**config.mk**
```make
export PLATFORM = sky130hd
export DESIGN_NAME = serial_subtractor_nbit_flat
export DESIGN_NICKNAME = d
export VERILOG_FILES = /design/src/rtl/serial_subtractor_nbit_pkg.sv /design/src/rtl/serial_subtractor_nbit_if.sv /design/src/rtl/serial_subtractor_nbit_full_subtractor.sv /design/src/rtl/serial_subtractor_nbit.sv /design/src/flat_wrapper.sv
export SDC_FILE = /design/constraint.sdc
export NUM_CORES = 1
export LEC_CHECK = 0
export BUFFER_PORTS_ARGS = -buffer_cell sky130_fd_sc_hd__buf_4
export CAP_MARGIN = 20
export CORE_UTILIZATION = 55
export CTS_CLUSTER_DIAMETER = 40
export DETAILED_ROUTE_END_ITERATION = 10
export PLACE_DENSITY = 0.9
export SYNTH_ARGS = -nofsm -noshare
export SYNTH_HDL_FRONTEND = slang
export SYNTH_HIERARCHICAL = 1
export SYNTH_SLANG_ARGS = --single-unit
```
**constraint.sdc**
```tcl
create_clock -name clk -period 3.9 [get_ports clk]
set_input_delay 0.39 -clock clk [delete_from_list [all_inputs] [get_ports clk]]
set_output_delay 0.39 -clock clk [all_outputs]
set_load 0.01 [all_outputs]
```
**src/rtl/serial_subtractor_nbit_pkg.sv**
```systemverilog
// Shared types for the bit-serial subtractor: controller state encoding.
package subtractor_pkg;

   typedef enum logic [1:0] {
      IDLE  = 2'd0,
      SHIFT = 2'd1,
      DONE  = 2'd2
   } state_t;

endpackage

```
**src/rtl/serial_subtractor_nbit_if.sv**
```systemverilog
// Start/busy/done request bus of the serial subtractor.
// Optional flag signals exist only when SUBSERIAL_FLAGS_EN is defined.
interface serial_subtractor_nbit_if #(parameter int N = 4);

   logic         start;
   logic [N-1:0] operand_a;
   logic [N-1:0] operand_b;
   logic         borrow_in;
   logic         busy;
   logic         done;
   logic [N-1:0] result;
   logic         borrow_out;
`ifdef SUBSERIAL_FLAGS_EN
   logic         zero;
   logic         negative;
   logic         overflow;

   modport master (
      output start, operand_a, operand_b, borrow_in,
      input  busy, done, result, borrow_out, zero, negative, overflow
   );
   modport slave (
      input  start, operand_a, operand_b, borrow_in,
      output busy, done, result, borrow_out, zero, negative, overflow
   );
`else
   modport master (
      output start, operand_a, operand_b, borrow_in,
      input  busy, done, result, borrow_out
   );
   modport slave (
      input  start, operand_a, operand_b, borrow_in,
      output busy, done, result, borrow_out
   );
`endif

endinterface

```
**src/rtl/serial_subtractor_nbit_full_subtractor.sv**
```systemverilog
// One-bit full-subtractor cell: diff = A - B - bin, bout = borrow out.
module full_subtractor (
   input  logic A,
   input  logic B,
   input  logic bin,
   output logic diff,
   output logic bout
);

   assign diff = A ^ B ^ bin;
   assign bout = (~A & B) | (~(A ^ B) & bin);

endmodule

```
**src/rtl/serial_subtractor_nbit.sv**
```systemverilog
// Bit-serial N-bit subtractor, LSB first, one full-subtractor cell plus borrow flop.
// Status flags zero/negative/overflow are built only with SUBSERIAL_FLAGS_EN.
module serial_subtractor_nbit
   import subtractor_pkg::*;
#(
   parameter int N = 4
) (
   input logic                    clk,
   input logic                    rst,
   serial_subtractor_nbit_if.slave bus
);

   localparam int CW = $clog2(N + 1);

   state_t         state_q, state_d;
   logic [CW-1:0]  cnt_q, cnt_d;
   logic [N-1:0]   a_sh_q, a_sh_d;
   logic [N-1:0]   b_sh_q, b_sh_d;
   logic [N-1:0]   r_sh_q, r_sh_d;
   logic           bor_q, bor_d;
   logic           busy_q, busy_d;
   logic           done_q, done_d;
   logic [N-1:0]   result_q, result_d;
   logic           borrow_out_q, borrow_out_d;
`ifdef SUBSERIAL_FLAGS_EN
   logic           a_msb_q, a_msb_d;
   logic           b_msb_q, b_msb_d;
   logic           zero_q, zero_d;
   logic           negative_q, negative_d;
   logic           overflow_q, overflow_d;
`endif

   logic           cell_diff;
   logic           cell_bout;
   logic [N-1:0]   r_next;

   full_subtractor u_cell (
      .A    (a_sh_q[0]),
      .B    (b_sh_q[0]),
      .bin  (bor_q),
      .diff (cell_diff),
      .bout (cell_bout)
   );

   // NOTE: every _d starts as its _q so no branch leaves a variable unassigned (no latches).
   always_comb begin
      state_d      = state_q;
      cnt_d        = cnt_q;
      a_sh_d       = a_sh_q;
      b_sh_d       = b_sh_q;
      r_sh_d       = r_sh_q;
      bor_d        = bor_q;
      busy_d       = busy_q;
      done_d       = 1'b0;
      result_d     = result_q;
      borrow_out_d = borrow_out_q;
`ifdef SUBSERIAL_FLAGS_EN
      a_msb_d      = a_msb_q;
      b_msb_d      = b_msb_q;
      zero_d       = zero_q;
      negative_d   = negative_q;
      overflow_d   = overflow_q;
`endif

      // Shift right written as shift-then-overwrite so N = 1 needs no special case.
      r_next        = r_sh_q >> 1;
      r_next[N-1]   = cell_diff;

      unique case (state_q)
         IDLE: begin
            if (bus.start) begin
               state_d = SHIFT;
               busy_d  = 1'b1;
               cnt_d   = '0;
               a_sh_d  = bus.operand_a;
               b_sh_d  = bus.operand_b;
               bor_d   = bus.borrow_in;
`ifdef SUBSERIAL_FLAGS_EN
               a_msb_d = bus.operand_a[N-1];
               b_msb_d = bus.operand_b[N-1];
`endif
            end
         end
         SHIFT: begin
            a_sh_d = a_sh_q >> 1;
            b_sh_d = b_sh_q >> 1;
            r_sh_d = r_next;
            bor_d  = cell_bout;
            cnt_d  = cnt_q + 1'b1;
            if (cnt_q == CW'(N - 1)) begin
               state_d      = DONE;
               busy_d       = 1'b0;
               done_d       = 1'b1;
               result_d     = r_next;
               borrow_out_d = cell_bout;
`ifdef SUBSERIAL_FLAGS_EN
               zero_d       = (r_next == '0);
               negative_d   = r_next[N-1];
               overflow_d   = (a_msb_q ^ b_msb_q) & (a_msb_q ^ r_next[N-1]);
`endif
            end
         end
         DONE: begin
            state_d = IDLE;
         end
         default: begin
            state_d = IDLE;
            busy_d  = 1'b0;
         end
      endcase
   end

   // NOTE: datapath registers are reset alongside control so an aborted run leaves no stale bits.
   always_ff @(posedge clk) begin
      if (rst) begin
         state_q      <= IDLE;
         cnt_q        <= '0;
         a_sh_q       <= '0;
         b_sh_q       <= '0;
         r_sh_q       <= '0;
         bor_q        <= 1'b0;
         busy_q       <= 1'b0;
         done_q       <= 1'b0;
         result_q     <= '0;
         borrow_out_q <= 1'b0;
`ifdef SUBSERIAL_FLAGS_EN
         a_msb_q      <= 1'b0;
         b_msb_q      <= 1'b0;
         zero_q       <= 1'b0;
         negative_q   <= 1'b0;
         overflow_q   <= 1'b0;
`endif
      end else begin
         state_q      <= state_d;
         cnt_q        <= cnt_d;
         a_sh_q       <= a_sh_d;
         b_sh_q       <= b_sh_d;
         r_sh_q       <= r_sh_d;
         bor_q        <= bor_d;
         busy_q       <= busy_d;
         done_q       <= done_d;
         result_q     <= result_d;
         borrow_out_q <= borrow_out_d;
`ifdef SUBSERIAL_FLAGS_EN
         a_msb_q      <= a_msb_d;
         b_msb_q      <= b_msb_d;
         zero_q       <= zero_d;
         negative_q   <= negative_d;
         overflow_q   <= overflow_d;
`endif
      end
   end

   assign bus.busy       = busy_q;
   assign bus.done       = done_q;
   assign bus.result     = result_q;
   assign bus.borrow_out = borrow_out_q;
`ifdef SUBSERIAL_FLAGS_EN
   assign bus.zero       = zero_q;
   assign bus.negative   = negative_q;
   assign bus.overflow   = overflow_q;
`endif

endmodule

```
**src/flat_wrapper.sv**
```systemverilog
// flat-port wrapper written by rule: the top's interface ports become plain ports
module serial_subtractor_nbit_flat import subtractor_pkg::*;
#(
   parameter int N = 4
)
  (clk, rst, bus_start, bus_operand_a, bus_operand_b, bus_borrow_in, bus_busy, bus_done, bus_result, bus_borrow_out);
  serial_subtractor_nbit_if #(.N(N)) bus_i ();
  input logic clk;
  input logic rst;
  input wire logic [$bits(bus_i.start)-1:0] bus_start;
  input wire logic [$bits(bus_i.operand_a)-1:0] bus_operand_a;
  input wire logic [$bits(bus_i.operand_b)-1:0] bus_operand_b;
  input wire logic [$bits(bus_i.borrow_in)-1:0] bus_borrow_in;
  output wire logic [$bits(bus_i.busy)-1:0] bus_busy;
  output wire logic [$bits(bus_i.done)-1:0] bus_done;
  output wire logic [$bits(bus_i.result)-1:0] bus_result;
  output wire logic [$bits(bus_i.borrow_out)-1:0] bus_borrow_out;
  assign bus_i.start = bus_start;
  assign bus_i.operand_a = bus_operand_a;
  assign bus_i.operand_b = bus_operand_b;
  assign bus_i.borrow_in = bus_borrow_in;
  assign bus_busy = bus_i.busy;
  assign bus_done = bus_i.done;
  assign bus_result = bus_i.result;
  assign bus_borrow_out = bus_i.borrow_out;
  serial_subtractor_nbit #(.N(N)) u_core (.clk(clk), .rst(rst), .bus(bus_i));
endmodule
```
* Word-level counts from Yosys, hierarchy flattened *
Cells that the tools add are included.

storage, ports and cells
  output and inout bits = 7
  word-level logic and storage cells = 47
  register bits = 25
  input bits = 12

cells by class
  bitwise gates (word level) = 9
  equality and inequality tests = 5
  mux-type cells = 15
  reductions and logical operators = 7
  add/sub/neg operators = 1

operators with widths
  operator                                               number
  case mux 4 bit (2 select lines)                        2
  2-to-1 mux 4 bit                                       2
  case mux 3 bit (2 select lines)                        1
  AND reduction 2 bit                                    3
  2-to-1 mux 1 bit                                       4
  2-to-1 mux 2 bit                                       2
  NOT 1 bit                                              4
  case mux 2 bit (2 select lines)                        1
  adder 3 x 1 -> 3 bit, second input constant            1
  == test 3 x 2 -> 1 bit, second input constant          1
  2-to-1 mux 3 bit                                       1
  case mux 1 bit (3 select lines)                        1
  AND reduction 3 bit                                    1
  bitwise AND 1 bit                                      2
  == test 2 x 1 -> 1 bit, second input constant          1
  == test 2 bit, second input constant                   1
  logical NOT 2 bit                                      1
  inequality test 2 x 1 -> 1 bit, second input constant  1
  inequality test 2 bit, second input constant           1
  case mux 1 bit (2 select lines)                        1
  nonzero test 2 bit                                     1
  OR reduction 2 bit                                     1
  XOR 1 bit                                              2
  OR 1 bit                                               1

* Longest topological paths before layout *
Gate-level depths: netlist of the first run.

  depth after elaboration = 5
  depth in mapped cells = 6

* Modules after synthesis *
Netlist of the first run, hierarchy kept.

by module, submodules not included
  module                  cells an instance  area each (µm²)  instances  sequential area each (µm²)
  serial_subtractor_nbit  103                950.9            1          480.5
  full_subtractor         4                  31.3             1          0.0

* Worst setup path before layout of the first run *
OpenSTA, ideal clock, no wires.

  kind = reg2reg
  from = reg u_core.cnt_q[0]
  to = reg u_core.borrow_out_q, in the netlist u_core/bus.borrow_out
  library setup time = 0.132 ns
  buffers on the path = 1
  cell stages (with the launch flop) = 7
  arrival = 1.167 ns
  setup slack = 2.601 ns
  period minus slack after synthesis = 1.299 ns
  cells stage by stage = dfxtp_1 > ha_1 > ha_1 > clkbuf_1 > nand3b_1 > nand2_1 > a21oi_1

on the way
  word-level cells in the longest chain between the ends = 2

ends and longest elaborated chain
  element                               line                           RTL
  from (decl)                           serial_subtractor_nbit.sv:16   logic [CW-1:0] cnt_q, cnt_d;
  from (signal assigned)                serial_subtractor_nbit.sv:135  cnt_q <= cnt_d;
  == test 3 x 2 -> 1 bit                serial_subtractor_nbit.sv:90   if (cnt_q == CW'(N - 1)) begin
  AND reduction 2 bit (no source line)  -
  to (signal assigned)                  serial_subtractor_nbit.sv:143  borrow_out_q <= borrow_out_d;
  to (decl)                             serial_subtractor_nbit.sv:24   logic borrow_out_q, borrow_out_d;

No other way between the ends.
A chain may end at the register's enable or synchronous reset.

* Final worst setup path of the first run *
  from = reg u_core.state_q[1]
  to = reg u_core.b_sh_q[1]

on the way
  word-level cells in the longest chain between the ends = 3

ends and longest elaborated chain
  element                                                                              line                           RTL
  from (decl)                                                                          serial_subtractor_nbit.sv:15   state_t state_q, state_d;
  from (signal assigned)                                                               serial_subtractor_nbit.sv:134  state_q <= state_d;
  == test 2 x 1 -> 1 bit / logical NOT 2 bit (equally long branches)                   serial_subtractor_nbit.sv:69   unique case (state_q)
  nonzero test 2 bit (no source line) / inequality test 2 bit (equally long branches)  -
  AND reduction 2 bit (no source line)                                                 -
  to (signal assigned)                                                                 serial_subtractor_nbit.sv:137  b_sh_q <= b_sh_d;
  to (decl)                                                                            serial_subtractor_nbit.sv:18   logic [N-1:0] b_sh_q, b_sh_d;

Parallel ways exist; a longest one is shown, timed or not.

==> results of run 1 <==
[metrics by stage]
step	hold slack, ps	area (sq um)	instances	util, %	setup WS, ps
global route	328	1140	146	71.6	2340
global placement	447	1100	142	69.3	2570
finish	318	1140	146	71.6	2400
detailed placement	453	1100	142	69.3	2520
floorplan	437	982	107	-	2600
CTS	317	1140	146	71.6	2420
[cells by family after synthesis]
family	Yosys count
buffers and inverters	12
AOI/OAI and AO/OA	22
and+or+nand+nor	37
DFF	24
muxes	9
adders and majority gates	3
[synthesized netlist by cell type]
cell       number  area share (%)
dfxtp_1        24              49
nor2_1         15             5.7
nand2_1        11             4.2
a21oi_1         9             4.6
mux2i_1         9             9.2
a211oi_1        7             5.4
inv_1           5             1.9
nand3_1         5             2.5
a22oi_1         3             2.3
clkbuf_1        3             1.1
buf_4           2             1.5
ha_1            2             2.5
nand2b_1        2             1.3
a2bb2oi_1       1            0.89
and2b_2         1            0.89
buf_2           1            0.51
buf_6           1             1.1
fa_1            1             2.0
nand3b_1        1            0.76
nor3_1          1            0.51
nor3b_1         1            0.76
o21ai_0         1            0.51
o21bai_1        1            0.76
[worst max path at each step]
| stage | endpoint | cells after the start |
|---|---|---|
| 6_report | u_core/b_sh_q[1] | 3 |
| 5_1_grt | u_core/b_sh_q[2] | 3 |
| 4_1_cts | u_core/b_sh_q[1] | 3 |
| 3_5_place_dp | u_core/b_sh_q[2] | 3 |
| 3_3_place_gp | u_core/a_sh_q[1] | 4 |
| 2_1_floorplan | u_core/bus.borrow_out | 6 |
[registers in the layout, summed over array words and instances, names as in the netlist]
name,count
u_core/a_sh_q,4
u_core/b_sh_q,4
u_core/bus.borrow_out,1
u_core/bor_q,1
u_core/r_sh_q,3
u_core/cnt_q,3
u_core/state_q,2
u_core/bus.done,1
u_core/bus.busy,1
u_core/bus.result,4
[tightest hold or removal path, stage by stage]
cell	delay (ps)
buf_4	70
a22oi_1	50
nor2_1	70
[power groups by stage]
stage | Sequential (W) | Clock, W | Combinational [W]
after global routing | 0.000266 | 0.000138 | 0.0000592
final | 0.000264 | 0.000125 | 0.0000531
after CTS | 0.000264 | 0.000129 | 0.0000531
after global placement | 0.000269 | 0 | 0.0000493
after floorplan | 0.000268 | 0 | 0.0000370
after detailed placement | 0.000270 | 0 | 0.0000518
[routing by layer]
| metal | global-route usage (%) | up-vias | wire length [um] |
|---|---|---|---|
| met1 | 24.0 | 359 | 852 |
| met3 | 4.49 | 4 | 77 |
| met4 | 9.70 | 0 | 25 |
| met2 | 35.6 | 19 | 903 |
| li1 | - | 398 | - |
| met5 | 0 | - | 0 |
[final cells by class]
cell class	instances	area [sq um]
Sequential cell	24	480
Multi-Input combinational cell	71	440
Tap cell	24	30.0
Clock buffer	4	36.3
Timing Repair Buffer	18	135
Fill cell	127	453
Inverter	5	18.8
==> impl_metrics.tcl, run 1 <==
set metrics [dict create \
    reg2reg_depth 3 \
    synth_nets 122 \
    overflow 0 \
    fin_worst_skew_ps 5.35 \
    cap_violations 0 \
    post_cts_resized 0 \
    max_slew_margin_pct 58.9 \
    rows 14 \
    insertion_delay_ps 300 \
    p_comb_share_pct 12.0 \
    status "finished, final reports clean" \
    synth_top_family_by_area "simple AND/OR/NAND/NOR gates" \
    grt_pass1_vias 725 \
    synth_adder_area_share_pct 4.59 \
    critPathMaxFanout 8 \
    gr-usage-all-layers_pct 20.6 \
    gp_congestion 0.726 \
    switching_power_w 0.000104 \
    cts_buffers 3 \
    crit_path_end_kind "flip-flop" \
    min_period_ps 1500 \
    synth_mux_area_share_pct 9.17 \
    final.setup.tns_ps 0 \
    peakVddDrop_v 0.000277 \
    syn_area_sq_um 982 \
    final_common_cell "dfxtp_1" \
    final_cell_mix "dfxtp_1, buf_4, nor2_1" \
    antenna_found_initial 0 \
    cts_htree_levels 1 \
    dieHeight_um 44.3 \
    ys_warn_count 6 \
    syn_inst 107 \
    criticalPathCategory "flip-flop to flip-flop" \
    grt_max_degree 25 \
    finalCritPeriodShare_pct 38.5 \
    cp.arrival_ps 1660 \
    p_total_w 0.000443 \
    remaining_drc_errors 0 \
    dp_hpwl_um 1260 \
    crit_buf_inv 0 \
    clkSinkCount 24 \
    postRouteAntennaNets 0 \
    clkPwrFrac_pct 28.3 \
    whs_path_depth 3 \
    path_cells "nand2b_1, mux2i_1, a211oi_1" \
    finalSetupViolations 0 \
    p_per_area_mw_per_mm2 388 \
    seqPwrFrac_pct 59.8 \
    p_int_w 0.000338 \
    critPathLaunch "u_core/state_q[1]" \
    io_buffers 18 \
    synth-simple-area-share_pct 16.7 \
    viasPerCell 5.34 \
    clk_pin_slew_worst_paths_ps 120 \
    num_vias 780 \
    ys_seq_area_share_pct 48.9 \
    rsz0062_at_grt "false" \
    slew_violations 0 \
    max_stage_delay_ps 460 \
    r2r-end "u_core/b_sh_q[1]" \
    start_kind "flip-flop" \
    fmax_mhz 666 \
    cts-root-buf "clkbuf_4" \
    p_leak_nw 0.477 \
    min_from "bus_operand_b[3]" \
    tightest_slew_ps 617 \
    cp_slowest_cell "dfxtp_1" \
    synth_compound_area_share_pct 14.4 \
    synth_xor_area_share_pct 0 \
    drt_pass1_iterations 5 \
    cts_setup_buffers 0 \
    hp-class "primary input to flip-flop" \
    ys_ff_latch 24 \
    area_growth_pct 16.2 \
    timing.reg2reg.setup_slack_ps 2400 \
    grt_pass1_wl_um 2950 \
    synth_cell_type_count 23 \
    ioPinCount 19 \
    drive_gt1_share_pct 18.9 \
    initial_utilization_pct 61.6 \
    final_nets 138 \
    p_sw_share_pct 23.6 \
    cts_tree "yes" \
    n_antenna_cell 0 \
    core-area_sq_mm 0.00159 \
    finalHoldViolCount 0 \
    routedWlPerCell_um 12.7 \
    synth.avg_cell_area_sq_um 9.18 \
    die_area_sq_mm 0.00196 \
    cts_hold_buf 0 \
    die_w_um 44.3 \
    r2r_start "u_core/state_q[1]" \
    required_ps 4060 \
    cts_buffer_depth 2 \
    critPathTopFamily "flip-flops" \
    hold_end "u_core/b_sh_q[3]" \
    drt-initial-drc-count 19 \
    wirelength_um 1860 \
]
Note: power is estimated with default switching activity, not from simulation.
==> inputs of run 2 (changes only) <==
--- a/config.mk
+++ b/config.mk
@@ -7,10 +7,10 @@
 export LEC_CHECK = 0
 export BUFFER_PORTS_ARGS = -buffer_cell sky130_fd_sc_hd__buf_4
 export CAP_MARGIN = 20
-export CORE_UTILIZATION = 55
+export CORE_UTILIZATION = 52
 export CTS_CLUSTER_DIAMETER = 40
 export DETAILED_ROUTE_END_ITERATION = 10
-export PLACE_DENSITY = 0.9
+export PLACE_DENSITY = 0.87
 export SYNTH_ARGS = -nofsm -noshare
 export SYNTH_HDL_FRONTEND = slang
 export SYNTH_HIERARCHICAL = 1
==> constraint.sdc (replaced) <==
create_clock -name clk -period 1.4 [get_ports clk]
set_input_delay 0.14 -clock clk [delete_from_list [all_inputs] [get_ports clk]]
set_output_delay 0.14 -clock clk [all_outputs]
set_load 0.01 [all_outputs]
==> run 2 against run 1 <==
Compared with the run above: count of clock-buffer cells in the layout decreased by 1; register-to-register slack worse by 2300 ps; first-iteration DRC count down 5.3%; die area rose by 5.5%; highest routed layer unchanged.
==> impl_metrics.tcl, run 2 (synthesis gave the netlist of run 1 again) <==
set metrics [dict create \
    drt-initial-drc-count 18 \
    finalHoldViolCount 0 \
    peakVddDrop_v 0.000761 \
    criticalPathCategory "flip-flop to flip-flop" \
    grt_max_degree 25 \
    cts_tree "yes" \
    cts_hold_buf 0 \
    antenna_found_initial 0 \
    min_period_ps 1340 \
    cp_slowest_cell "dfxtp_1" \
    final_cell_mix "dfxtp_1, buf_4, nor2_1" \
    tightest_slew_ps 369 \
    finalSetupViolations 0 \
    die_area_sq_mm 0.00207 \
    max_slew_margin_pct 75.4 \
    p_per_area_mw_per_mm2 1140 \
    drive_gt1_share_pct 22.4 \
    overflow 0 \
    rows 15 \
    clk_pin_slew_worst_paths_ps 130 \
    crit_path_end_kind "flip-flop" \
    cap_violations 0 \
    grt_pass1_vias 730 \
    required_ps 1640 \
    viasPerCell 5.03 \
    die_w_um 45.5 \
    final.setup.tns_ps 0 \
    cp.arrival_ps 1590 \
    fillers 140 \
    grt_pass1_wl_um 3020 \
    final_nets 141 \
    gr-usage-all-layers_pct 20.3 \
    insertion_delay_ps 310 \
    finalCritPeriodShare_pct 96.0 \
    routedWlPerCell_um 12.3 \
    dpl.cell_count 145 \
    ioPinCount 19 \
    io_buffers 18 \
    n_antenna_cell 0 \
    cts_htree_levels 1 \
    clkSinkCount 24 \
    final_common_cell "dfxtp_1" \
    hp-class "primary input to flip-flop" \
    postRouteAntennaNets 0 \
    cts_buffer_depth 2 \
    core-area_sq_mm 0.00175 \
    stdcell_count 150 \
    cts_buffers 3 \
    initial_utilization_pct 56.3 \
    fin_util_pct 69.3 \
    rsz0062_at_grt "false" \
    critPathMaxFanout 8 \
    wirelength_um 1850 \
    dp_hpwl_um 1260 \
    regArea_sq_um 480 \
    fin_worst_skew_ps 6.57 \
    p_leak_nw 0.502 \
    start_kind "flip-flop" \
    status "finished, final reports clean" \
    dieHeight_um 45.5 \
    fmax_mhz 744 \
    cts-root-buf "clkbuf_4" \
    gp_congestion 0.765 \
    max_stage_delay_ps 350 \
    area_growth_pct 23.2 \
    path_cells "ha_1, ha_4, nand3b_1, nand2_1, a21oi_1" \
    multi_input_area_sq_um 457 \
    drt_pass1_iterations 4 \
    num_vias 754 \
    remaining_drc_errors 0 \
    slew_violations 0 \
]
==> run 2: report_power, final <==
| part | internal, W | leakage (nW) | total, W | switching (W) |
|---|---|---|---|---|
| clock | 0.000289 | 0.0279 | 0.000490 | 0.000201 |
| sequential | 0.000715 | 0.196 | 0.000735 | 0.0000204 |
| combinational | 0.0000771 | 0.278 | 0.000157 | 0.0000804 |
| total | 0.00108 | 0.502 | 0.00138 | 0.000301 |
==> run 2: worst max-delay path: cells and delay by family (launching register included) <==
| kind | cells | cell delay [ps] |
|---|---|---|
| compound gates | 1 | 170 |
| simple gates | 2 | 340 |
| flops | 1 | 350 |
| fa+ha+maj | 2 | 420 |
==> run 2: timing repair <==
| action | in CTS | in global routing |
|---|---|---|
| gates cloned | 0 | 0 |
| gates resized for setup | 1 | 2 |
| setup buffers | 1 | 0 |
| endpoints found under the setup margin | 2 | 6 |
| pin swaps | 1 | 1 |
==> run 2: through the flow <==
step / total power [W] / hold WS, ps / worst slack [ps] / cell area [sq um]
after floorplan: 0.000850 / 213 / 101 / 982
after global placement: 0.000897 / 375 / 135 / 1130
after detailed placement: 0.000903 / 385 / 31.1 / 1130
after global routing: 0.00144 / 76.5 / 12.7 / 1210
final: 0.00138 / 68.5 / 56.2 / 1210
after CTS: 0.00139 / 61.1 / 40.0 / 1200
==> run 2: layout make-up <==
type | instances | share of cell area (%)
Clock inverter | 1 | 2.48
Multi-Input combinational cell | 71 | 37.7
Sequential cell | 24 | 39.7
Clock buffer | 3 | 1.86
Inverter | 5 | 1.55
Tap cell | 25 | 2.59
Timing Repair Buffer | 21 | 14.1
==> run 2: routing by layer <==
layer	GRT usage, %	part of all wire, %	vias to the layer above
li1	-	-	399
met2	36.6	53	15
met5	0	0	-
met3	2.78	3.5	4
met4	6.67	0.92	0
met1	24.5	42	336
==> run 2: worst paths after layout <==
path / start / end / slack [ps] / depth (start not counted)
max: u_core/cnt_q[0] / u_core/bus.result[3] / 60 / 5
min: bus_operand_a[3] / u_core/a_sh_q[3] / 70 / 3
max reg2reg: u_core/cnt_q[0] / u_core/bus.result[3] / 60 / 5
min reg2reg: u_core/bus.result[2] / u_core/bus.result[2] / 470 / 2
==> inputs of run 3 (changes only) <==
--- a/config.mk
+++ b/config.mk
@@ -11,6 +11,7 @@
 export CTS_CLUSTER_DIAMETER = 40
 export DETAILED_ROUTE_END_ITERATION = 10
 export PLACE_DENSITY = 0.87
+export REMOVE_ABC_BUFFERS = 1
 export SYNTH_ARGS = -nofsm -noshare
 export SYNTH_HDL_FRONTEND = slang
 export SYNTH_HIERARCHICAL = 1
==> run 3 against run 2 <==
Compared with the run above: first-iteration DRC count down 33%; power decreased by 15%; clock skew grew 3.9 ps; largest cell class unchanged; non-clock buffer count increased by 2; hold slack got worse by 2.7 ps; critical path depth did not move; clock power decreased by 42%; worst setup slack better by 69 ps.
==> impl_metrics.tcl, run 3 (synthesis gave the netlist of run 1 again) <==
set metrics [dict create \
    critPathMaxFanout 7 \
    viasPerCell 5.19 \
    finalHoldViolCount 0 \
    slew_violations 0 \
    core-area_sq_mm 0.00175 \
    drt-initial-drc-count 12 \
    overflow 0 \
    cts-root-buf "clkbuf_4" \
    cp_slowest_cell "dfxtp_2" \
    p_per_area_mw_per_mm2 1000 \
    insertion_delay_ps 310 \
    status "finished, final reports clean" \
    met1_length_um 787 \
    antenna_found_initial 0 \
    finalCritPeriodShare_pct 91.0 \
    p_int_w 0.000891 \
    grt_pass1_vias 719 \
    postRouteAntennaNets 0 \
    io_buffers 18 \
    grt_max_degree 25 \
    rows 15 \
    finalSetupViolations 0 \
    clkPwrFrac_pct 24.3 \
    max_slew_margin_pct 74.1 \
    cts_htree_levels 1 \
    initial_utilization_pct 56.3 \
    final_cell_mix "buf_4, dfxtp_1, nor2_1" \
    fin_worst_skew_ps 10.4 \
    wl_met3_um 41 \
    fin_util_pct 67.0 \
    finalWorstSetupSlack_ps 126 \
    dieHeight_um 45.5 \
    crit_path_end_kind "flip-flop" \
    path_cells "ha_1, ha_2, nand3b_1, nand2_1, a21oi_1" \
    required_ps 1630 \
    place_ws_ps 111 \
    die_w_um 45.5 \
    min_period_ps 1270 \
    cp.arrival_ps 1510 \
    min_from "bus_operand_a[3]" \
    fillers 159 \
    cts_tree "yes" \
    n_antenna_cell 0 \
    clk_pin_slew_worst_paths_ps 120 \
    final_nets 143 \
    cts_buffers 3 \
    gp_congestion 0.737 \
    fmax_mhz 785 \
    drt_pass1_iterations 4 \
    critPathTopFamily "adder cells" \
    drive_gt1_share_pct 23.0 \
    cap_violations 0 \
    peakVddDrop_v 0.000618 \
    tightest_slew_ps 388 \
    routed.top_layer "met4" \
    wl_met2_um 919 \
    grt_pass1_wl_um 2930 \
    critPathLaunch "u_core/cnt_q[0]" \
    remaining_drc_errors 0 \
    max_stage_delay_ps 340 \
    cts_buffer_depth 2 \
    switching_power_w 0.000283 \
    seqPwrFrac_pct 62.7 \
    p_comb_share_pct 12.9 \
    hp-class "primary input to flip-flop" \
    ioPinCount 19 \
    rsz0062_at_grt "false" \
    routedWlPerCell_um 11.7 \
    clkSinkCount 24 \
    r2r_start "u_core/cnt_q[0]" \
    area_growth_pct 19.1 \
    gr-usage-all-layers_pct 20.0 \
    p_leak_nw 0.492 \
    start_kind "flip-flop" \
    crit_buf_inv 0 \
    wirelength_um 1770 \
    dp_hpwl_um 1310 \
    die_area_sq_mm 0.00207 \
    p_sw_share_pct 24.1 \
    num_vias 784 \
    final.setup.tns_ps 0 \
    criticalPathCategory "flip-flop to flip-flop" \
]
-- run 3: per-stage QoR --
step                      power [W]  hold slack (ps)  instance area, sq um  cells
final                       0.00117             65.8                  1170    151
after global routing        0.00122             74.8                  1170    151
after CTS                   0.00118             61.8                  1160    150
after detailed placement   0.000904              392                  1140    147
after global placement     0.000895              378                  1140    147
after floorplan            0.000833              209                   940    100
-- run 3: layout make-up --
class	instances	area [sq um]	share of cell area, %
clock buffer	3	22.5	1.93
inverter	5	18.8	1.60
multi-input combinational	71	443	37.9
sequential	24	482	41.2
tap	25	31.3	2.67
timing repair buffer	23	173	14.8
-- run 3: path summary, 6_finish.rpt --
kind                          end  slack [ps]  depth (start not counted)
max          u_core/bus.result[1]         130                          5
max reg2reg  u_core/bus.result[1]         130                          5
min              u_core/a_sh_q[3]          70                          3
min reg2reg  u_core/bus.result[3]         460                          2
-- run 3: worst reg2reg max path: stages, from the launching register on --
cell and delay, ps:
dfxtp_2 340, ha_1 200, ha_2 190, nand3b_1 230, nand2_1 100, a21oi_1 160
-- run 3: power groups by stage --
stage / registers [W] / logic [W] / clock network [W]
floorplan: 0.000747 / 0.0000857 / 0
global placement: 0.000749 / 0.000145 / 0
detailed placement: 0.000751 / 0.000153 / 0
CTS: 0.000736 / 0.000154 / 0.000294
global route: 0.000741 / 0.000170 / 0.000313
finish: 0.000736 / 0.000152 / 0.000286
-- run 3: per-layer routing --
layer	up-vias	global-route usage (%)
met2	15	34.3
met4	0	12.7
met1	366	22.7
met5	-	0
met3	2	3.57
li1	401	-
-- run 3: what timing repair did --
action / CTS / global route
setup endpoints to repair: 0 / 5
hold buffers: 0 / 0
setup buffers: 0 / 1
endpoints found under the hold margin: 0 / 0
gates resized for setup: 0 / 2
